## src/rtl/ddr3_frame_reader_if.sv

```systemverilog
// DDR3 local-interface read port plus VGA pixel FIFO write port.
// master = frame reader side, slave = controller/FIFO side.
interface ddr3_frame_reader_if #(
  parameter int ADDR_W = 26,
  parameter int DATA_W = 128
);

  logic              ddr3_avl_ready;
  logic              ddr3_avl_burstbegin;
  logic [2:0]        ddr3_avl_size;
  logic              ddr3_avl_read_req;
  logic [ADDR_W-1:0] ddr3_avl_addr;
  logic              ddr3_avl_read_data_valid;
  logic [DATA_W-1:0] ddr3_avl_read_data;
  logic              fifo_wr_en;
  logic [DATA_W-1:0] fifo_wr_data;
  logic [8:0]        fifo_used;

  modport master (
    input  ddr3_avl_ready,
    input  ddr3_avl_read_data_valid,
    input  ddr3_avl_read_data,
    input  fifo_used,
    output ddr3_avl_burstbegin,
    output ddr3_avl_size,
    output ddr3_avl_read_req,
    output ddr3_avl_addr,
    output fifo_wr_en,
    output fifo_wr_data
  );

  modport slave (
    output ddr3_avl_ready,
    output ddr3_avl_read_data_valid,
    output ddr3_avl_read_data,
    output fifo_used,
    input  ddr3_avl_burstbegin,
    input  ddr3_avl_size,
    input  ddr3_avl_read_req,
    input  ddr3_avl_addr,
    input  fifo_wr_en,
    input  fifo_wr_data
  );

endinterface

```

## src/rtl/ddr3_frame_reader.sv

```systemverilog
// Frame fetch master: bursts a frame from DDR3 into the VGA FIFO.
// Bursts are gated by FIFO credit so the FIFO never overflows.
module ddr3_frame_reader #(
  parameter int ADDR_W       = 26,
  parameter int DATA_W       = 128,
  parameter int H_ACTIVE     = 640,
  parameter int V_ACTIVE     = 480,
  parameter int PIX_PER_WORD = 4,
  parameter int BURST_LEN    = 4,
  parameter int FIFO_DEPTH   = 256
) (
  input  logic              clk,
  input  logic              reset_n,
  input  logic              enable,
  input  logic              frame_start,
  input  logic [ADDR_W-1:0] frame_base,
  ddr3_frame_reader_if.master bus,
  output logic              busy,
  output logic              frame_done,
  output logic              overrun_err
);

  localparam int WORDS  = H_ACTIVE * V_ACTIVE / PIX_PER_WORD;
  localparam int BURSTS = WORDS / BURST_LEN;
  localparam int BC_W   = $clog2(BURSTS + 1);

  typedef enum logic [1:0] {
    IDLE,
    REQ,
    DRAIN
  } state_t;

  state_t            state;
  logic [BC_W-1:0]   burst_cnt;
  logic [8:0]        out_cnt;
  logic [ADDR_W-1:0] next_addr;
  logic [10:0]       need;
  logic              credit_ok;
  logic              accept;
  logic              last_burst;
  logic              all_issued;
  logic              dec;

  assign bus.ddr3_avl_size = 3'(BURST_LEN);

  // Words in FIFO plus words still owed must leave room for a burst.
  assign need = {2'b0, bus.fifo_used}
              + {2'b0, out_cnt}
              + 11'(BURST_LEN);
  assign credit_ok  = need <= 11'(FIFO_DEPTH);
  assign accept     = (state == REQ)
                    && bus.ddr3_avl_read_req
                    && bus.ddr3_avl_ready;
  assign last_burst = burst_cnt == BC_W'(BURSTS - 1);
  assign all_issued = burst_cnt == BC_W'(BURSTS);
  assign dec        = bus.fifo_wr_en && (out_cnt != 9'd0);

  // Frame sequencing, burst issue and request handshake.
  always_ff @(posedge clk or negedge reset_n) begin
    if (!reset_n) begin
      state                   <= IDLE;
      burst_cnt               <= '0;
      next_addr               <= '0;
      busy                    <= 1'b0;
      frame_done              <= 1'b0;
      overrun_err             <= 1'b0;
      bus.ddr3_avl_read_req   <= 1'b0;
      bus.ddr3_avl_burstbegin <= 1'b0;
      bus.ddr3_avl_addr       <= '0;
    end else begin
      frame_done <= 1'b0;
      if (frame_start && busy) begin
        overrun_err <= 1'b1;
      end
      unique case (state)
        IDLE: begin
          if (frame_start && enable) begin
            next_addr <= frame_base;
            burst_cnt <= '0;
            busy      <= 1'b1;
            state     <= REQ;
          end
        end
        REQ: begin
          if (bus.ddr3_avl_read_req) begin
            bus.ddr3_avl_burstbegin <= 1'b0;
            if (bus.ddr3_avl_ready) begin
              bus.ddr3_avl_read_req <= 1'b0;
              next_addr <= next_addr
                         + ADDR_W'(BURST_LEN);
              burst_cnt <= burst_cnt + 1'b1;
              if (last_burst || !enable) begin
                state <= DRAIN;
              end
            end
          end else if (!enable) begin
            state <= DRAIN;
          end else if (credit_ok) begin
            bus.ddr3_avl_read_req   <= 1'b1;
            bus.ddr3_avl_burstbegin <= 1'b1;
            bus.ddr3_avl_addr       <= next_addr;
          end
        end
        DRAIN: begin
          if (out_cnt == 9'd0 && !bus.fifo_wr_en) begin
            frame_done <= all_issued;
            busy       <= 1'b0;
            state      <= IDLE;
          end
        end
        default: state <= IDLE;
      endcase
    end
  end

  // Outstanding words: +BURST_LEN per accept, -1 per FIFO write.
  always_ff @(posedge clk or negedge reset_n) begin
    if (!reset_n) begin
      out_cnt <= '0;
    end else begin
      out_cnt <= out_cnt
               + (accept ? 9'(BURST_LEN) : 9'd0)
               - (dec ? 9'd1 : 9'd0);
    end
  end

  // Return data is registered straight into the FIFO write port.
  always_ff @(posedge clk or negedge reset_n) begin
    if (!reset_n) begin
      bus.fifo_wr_en   <= 1'b0;
      bus.fifo_wr_data <= '0;
    end else begin
      bus.fifo_wr_en <= bus.ddr3_avl_read_data_valid;
      if (bus.ddr3_avl_read_data_valid) begin
        bus.fifo_wr_data <= bus.ddr3_avl_read_data;
      end
    end
  end

endmodule

```

## src/flat_wrapper.sv

```systemverilog
// flat-port wrapper written by rule: the top's interface ports become plain ports
module ddr3_frame_reader_flat 
#(
  parameter int ADDR_W       = 26,
  parameter int DATA_W       = 128,
  parameter int H_ACTIVE     = 640,
  parameter int V_ACTIVE     = 480,
  parameter int PIX_PER_WORD = 4,
  parameter int BURST_LEN    = 4,
  parameter int FIFO_DEPTH   = 256
)
  (clk, reset_n, enable, frame_start, frame_base, busy, frame_done, overrun_err, bus_ddr3_avl_ready, bus_ddr3_avl_read_data_valid, bus_ddr3_avl_read_data, bus_fifo_used, bus_ddr3_avl_burstbegin, bus_ddr3_avl_size, bus_ddr3_avl_read_req, bus_ddr3_avl_addr, bus_fifo_wr_en, bus_fifo_wr_data);
  ddr3_frame_reader_if #(.ADDR_W(ADDR_W), .DATA_W(DATA_W)) bus_i ();
  input  logic clk;
  input  logic reset_n;
  input  logic enable;
  input  logic frame_start;
  input  logic [ADDR_W-1:0] frame_base;
  output logic busy;
  output logic frame_done;
  output logic overrun_err;
  input wire logic [$bits(bus_i.ddr3_avl_ready)-1:0] bus_ddr3_avl_ready;
  input wire logic [$bits(bus_i.ddr3_avl_read_data_valid)-1:0] bus_ddr3_avl_read_data_valid;
  input wire logic [$bits(bus_i.ddr3_avl_read_data)-1:0] bus_ddr3_avl_read_data;
  input wire logic [$bits(bus_i.fifo_used)-1:0] bus_fifo_used;
  output wire logic [$bits(bus_i.ddr3_avl_burstbegin)-1:0] bus_ddr3_avl_burstbegin;
  output wire logic [$bits(bus_i.ddr3_avl_size)-1:0] bus_ddr3_avl_size;
  output wire logic [$bits(bus_i.ddr3_avl_read_req)-1:0] bus_ddr3_avl_read_req;
  output wire logic [$bits(bus_i.ddr3_avl_addr)-1:0] bus_ddr3_avl_addr;
  output wire logic [$bits(bus_i.fifo_wr_en)-1:0] bus_fifo_wr_en;
  output wire logic [$bits(bus_i.fifo_wr_data)-1:0] bus_fifo_wr_data;
  assign bus_i.ddr3_avl_ready = bus_ddr3_avl_ready;
  assign bus_i.ddr3_avl_read_data_valid = bus_ddr3_avl_read_data_valid;
  assign bus_i.ddr3_avl_read_data = bus_ddr3_avl_read_data;
  assign bus_i.fifo_used = bus_fifo_used;
  assign bus_ddr3_avl_burstbegin = bus_i.ddr3_avl_burstbegin;
  assign bus_ddr3_avl_size = bus_i.ddr3_avl_size;
  assign bus_ddr3_avl_read_req = bus_i.ddr3_avl_read_req;
  assign bus_ddr3_avl_addr = bus_i.ddr3_avl_addr;
  assign bus_fifo_wr_en = bus_i.fifo_wr_en;
  assign bus_fifo_wr_data = bus_i.fifo_wr_data;
  ddr3_frame_reader #(.ADDR_W(ADDR_W), .DATA_W(DATA_W), .H_ACTIVE(H_ACTIVE), .V_ACTIVE(V_ACTIVE), .PIX_PER_WORD(PIX_PER_WORD), .BURST_LEN(BURST_LEN), .FIFO_DEPTH(FIFO_DEPTH)) u_core (.clk(clk), .reset_n(reset_n), .enable(enable), .frame_start(frame_start), .frame_base(frame_base), .bus(bus_i), .busy(busy), .frame_done(frame_done), .overrun_err(overrun_err));
endmodule
```

## config.mk

```make
export PLATFORM = sky130hd
export DESIGN_NAME = ddr3_frame_reader_flat
export DESIGN_NICKNAME = d
export VERILOG_FILES = /design/src/rtl/ddr3_frame_reader_if.sv /design/src/rtl/ddr3_frame_reader.sv /design/src/flat_wrapper.sv
export SDC_FILE = /design/constraint.sdc
export NUM_CORES = 1
export LEC_CHECK = 0
export CELL_PAD_IN_SITES_DETAIL_PLACEMENT = 0
export CELL_PAD_IN_SITES_GLOBAL_PLACEMENT = 1
export CORE_ASPECT_RATIO = 1.2
export CORE_MARGIN = 8
export CORE_UTILIZATION = 35
export DETAILED_ROUTE_END_ITERATION = 10
export PLACE_DENSITY_LB_ADDON = 0.1
export SYNTH_ARGS = -nofsm -noshare
export SYNTH_HDL_FRONTEND = slang
export SYNTH_SLANG_ARGS = --single-unit
```

## constraint.sdc

```tcl
create_clock -name clk -period 3.2 [get_ports clk]
set_input_delay 0.48 -clock clk [delete_from_list [all_inputs] [get_ports clk]]
set_output_delay 0.48 -clock clk [all_outputs]
set_load 0.05 [all_outputs]
```

==> out/qor.csv <==
metric,value,unit
status,finished clean,
worst r2r src,u_core.out_cnt[4],
crit-path max FO,3,
worst path required time,3630,ps
overall global routing resource usage,0.176,
Final Max Slew Viols,0,
pwr dens,766,nW/um^2
P_int,0.00672,W
"slowest stage cell, crit path",fa_1,
Core Box Area,26200,sq um
mux contribution to synthesized area,0.199,
layout cells sized above 1,0.204,
DRT Wirelength,28200,um
CTS HTree Levels,1,
WL/cell,20.1,um
Final Setup Violations,0,
Simple-Gate Fraction of Synth Area,0.0699,
Worst R2R Setup Slack,450,ps
Clock power frac,0.274,
Synth Area in XOR/XNOR,0.0262,
Post-DRT Antenna Nets,0,
Layout Cells excl Fill,1405,
DRC,0,
clk sink count,212,
arrival time at the worst endpoint,3190,ps
fin area,13900,sq um
reg2reg path depth,14,
P_sw,0.00391,W
die width,165,um
max_cap viols,0,
GRT overflow,0,
Final nets,1249,
Synth Instances,721,
total CTS buffers,24,
Hold Buf Count CTS,1,
gpl congestion,0.794,
post-synthesis compound-gate area fraction,0.0737,
Cells after DPL,1363,
# fillers,2299,
"Seq/Total Area, Yosys",0.570,
num ports,332,
vias in the first global route,7576,
final setup skew,16.2,ps
antenna cells,0,
Top Family by Delay on Critical Path,adder cells,
min cycle time layout,2750,ps
Sequential Area,5310,sq um
Worst Setup SP,u_core.out_cnt[4],
Setup Buffers After CTS,0,
Slew headroom,0.474,
Worst Tran Pin Value,781,ps
# resized after CTS,0,
post-DP HPWL,21200,um
main flop type after synthesis,dfrtp_1,
Leakage,5.89,nW
YS warnings,0,
Netlist cell types,51,
I/O Buffers,328,
number of synthesized flops with an enable pin,0,
Setup TNS Final,0,ps
mean post-synth cell area,12.9,sq um
Area Growth Syn to Fin,49.2,%
r2r endpoint,u_core.out_cnt[7],
first-pass GRT wire length,44500,um
Final Hold Viols,0,
Reg power frac,0.351,
ys async rst share,1.00,
main combinational cell family by area after synthesis,multiplexers,
TritonCTS clock tree,done,
Area contributors post-synth,"dfrtp_1 (57%), mux2_2 (16%), mux2_4 (3.2%)",
synthesized flop and latch total,212,
synthesized-area fraction occupied by adder cells,0.0352,
placed cell area,13000,sq um
full die area,32100,sq um
"Clk Latency, worst-skew pair",520,ps
switching share of total power,0.368,
Worst-path clk slew,60,ps
number of buffers and inverters on the critical path,2,
antenna violations before repair,3,
Min-Delay Path Class,in -> reg,
Synth area leader,dfrtp_1,
post-synth top area share,0.570,
Critical Path Sink Type,register,
pin count of the biggest net entering global routing,73,
First-pass DRT Iterations,7,
achievable frequency,363,MHz
initial DRC count,251,
fin crit share,0.861,
worst hold margin,345,ps
Worst path depth,14,
initial cell density of the core,0.355,
critical path launch point type,register,
vias per cell,4.87,
clock tree buffer depth,3,
Multi-input gate area,3800,sq um
Netlist Area Pre-Place,9300,sq um
Root Driver,clkbuf_16,
end point of the critical path,u_core.out_cnt[7],
std cell rows,65,
via count,6836,
critical setup path kind,reg -> reg,
total power,0.0106,W
RSZ-0062 raised after global routing,false,
crit path cell chain,inv_1 -> ha_1 -> nor4b_1 -> nand3_1 -> and2_1 -> ha_1 -> inv_1 -> ha_1 -> fa_1 -> a21o_1 -> a21oi_1 -> o21bai_1 -> a21oi_1 -> xor2_1,
Logic pwr share,0.375,
most numerous cell on the critical path,ha_1,
slowest cell delay on critical path,410,ps
die height,195,um
worst vdd ir,0.391,mV
==> cells by family (layout without fill, tap and decap cells) <==
group | after synthesis | after routing
buf+inv | 54 | 402
compound gates | 110 | 110
other cells | 2 | 3
mux | 158 | 158
flops | 212 | 212
simple gates | 133 | 133
fa+ha+maj | 25 | 25
xor+xnor | 27 | 27
==> power by group through the flow <==
stage                     registers (W)  clock network (W)  logic [W]
final                           0.00373            0.00291    0.00399
after floorplan                 0.00469                  0    0.00171
after global placement          0.00377                  0    0.00401
after CTS                       0.00374            0.00299    0.00405
after global routing            0.00382            0.00309    0.00433
after detailed placement        0.00377                  0    0.00403
==> placed cells by master, fill, tap and decap left out, types with 4 or more instances in the layout <==
cell and n:
clkdlybuf4s50_1 326, dfrtp_1 212, mux2_2 136, a21oi_1 43, nor2_1 39, nand2_1 36
clkbuf_16 25, ha_1 23, mux2_4 20, inv_1 19, o21ai_0 18, xor2_1 17
nand3_1 14, o22ai_1 12, xnor2_1 9, buf_4 9, a21o_1 8, and3_1 7
nand4_1 7, clkbuf_8 6, nor3_1 5, a2bb2oi_1 5, a31oi_1 5, buf_12 5
nand2b_1 4
==> layout make-up <==
class | instances | share of cell area
flip-flops and latches | 212 | 0.382
multi-input cells | 456 | 0.274
repair buffers | 342 | 0.249
clock buffers | 34 | 0.0518
well taps | 335 | 0.0302
clock inverters | 7 | 0.00811
inverters | 19 | 0.00514
==> metal layers <==
layer | GRT usage | share of wire
met5 | 0 | 0.0013
met4 | 0.0344 | 0.014
met3 | 0.0951 | 0.13
met2 | 0.295 | 0.48
met1 | 0.193 | 0.38
==> sequential cells by signal, summed over array words and instances, names as in the netlist <==
signal	flops
u_core.burst_cnt	15
u_core.bus.ddr3_avl_addr	26
u_core.bus.ddr3_avl_burstbegin	1
u_core.bus.ddr3_avl_read_req	1
u_core.bus.fifo_wr_data	128
u_core.bus.fifo_wr_en	1
u_core.busy	1
u_core.frame_done	1
u_core.next_addr	26
u_core.out_cnt	9
u_core.overrun_err	1
u_core.state	2
==> worst min path at each step <==
stage,cells past startpoint,slack [ps],start,endpoint
after floorplan,0,180,reset_n,u_core.burst_cnt[0]
after global placement,1,480,u_core.overrun_err,u_core.overrun_err
after detailed placement,1,480,u_core.overrun_err,u_core.overrun_err
after CTS,1,330,bus_ddr3_avl_read_data_valid,u_core.bus.fifo_wr_en
after global routing,1,350,bus_ddr3_avl_read_data_valid,u_core.bus.fifo_wr_en
final,1,340,bus_ddr3_avl_read_data_valid,u_core.bus.fifo_wr_en
==> per-stage QoR <==
stage / utilization / setup slack [ps]
after global placement: 0.498 / 46.2
after detailed placement: 0.498 / 6.92
after global routing: 0.530 / 255
after floorplan: - / 420
after CTS: 0.530 / 395
final: 0.530 / 446
==> Yosys cell counts (9+ instances only) <==
cell type  count
dfrtp_1      212
mux2_2       136
a21oi_1       44
nor2_1        39
nand2_1       36
clkbuf_1      27
ha_1          23
mux2_4        20
inv_1         19
o21ai_0       18
xor2_1        17
nand3_1       14
o22ai_1       12
xnor2_1        9
Power figures use the tool's default switching activity.
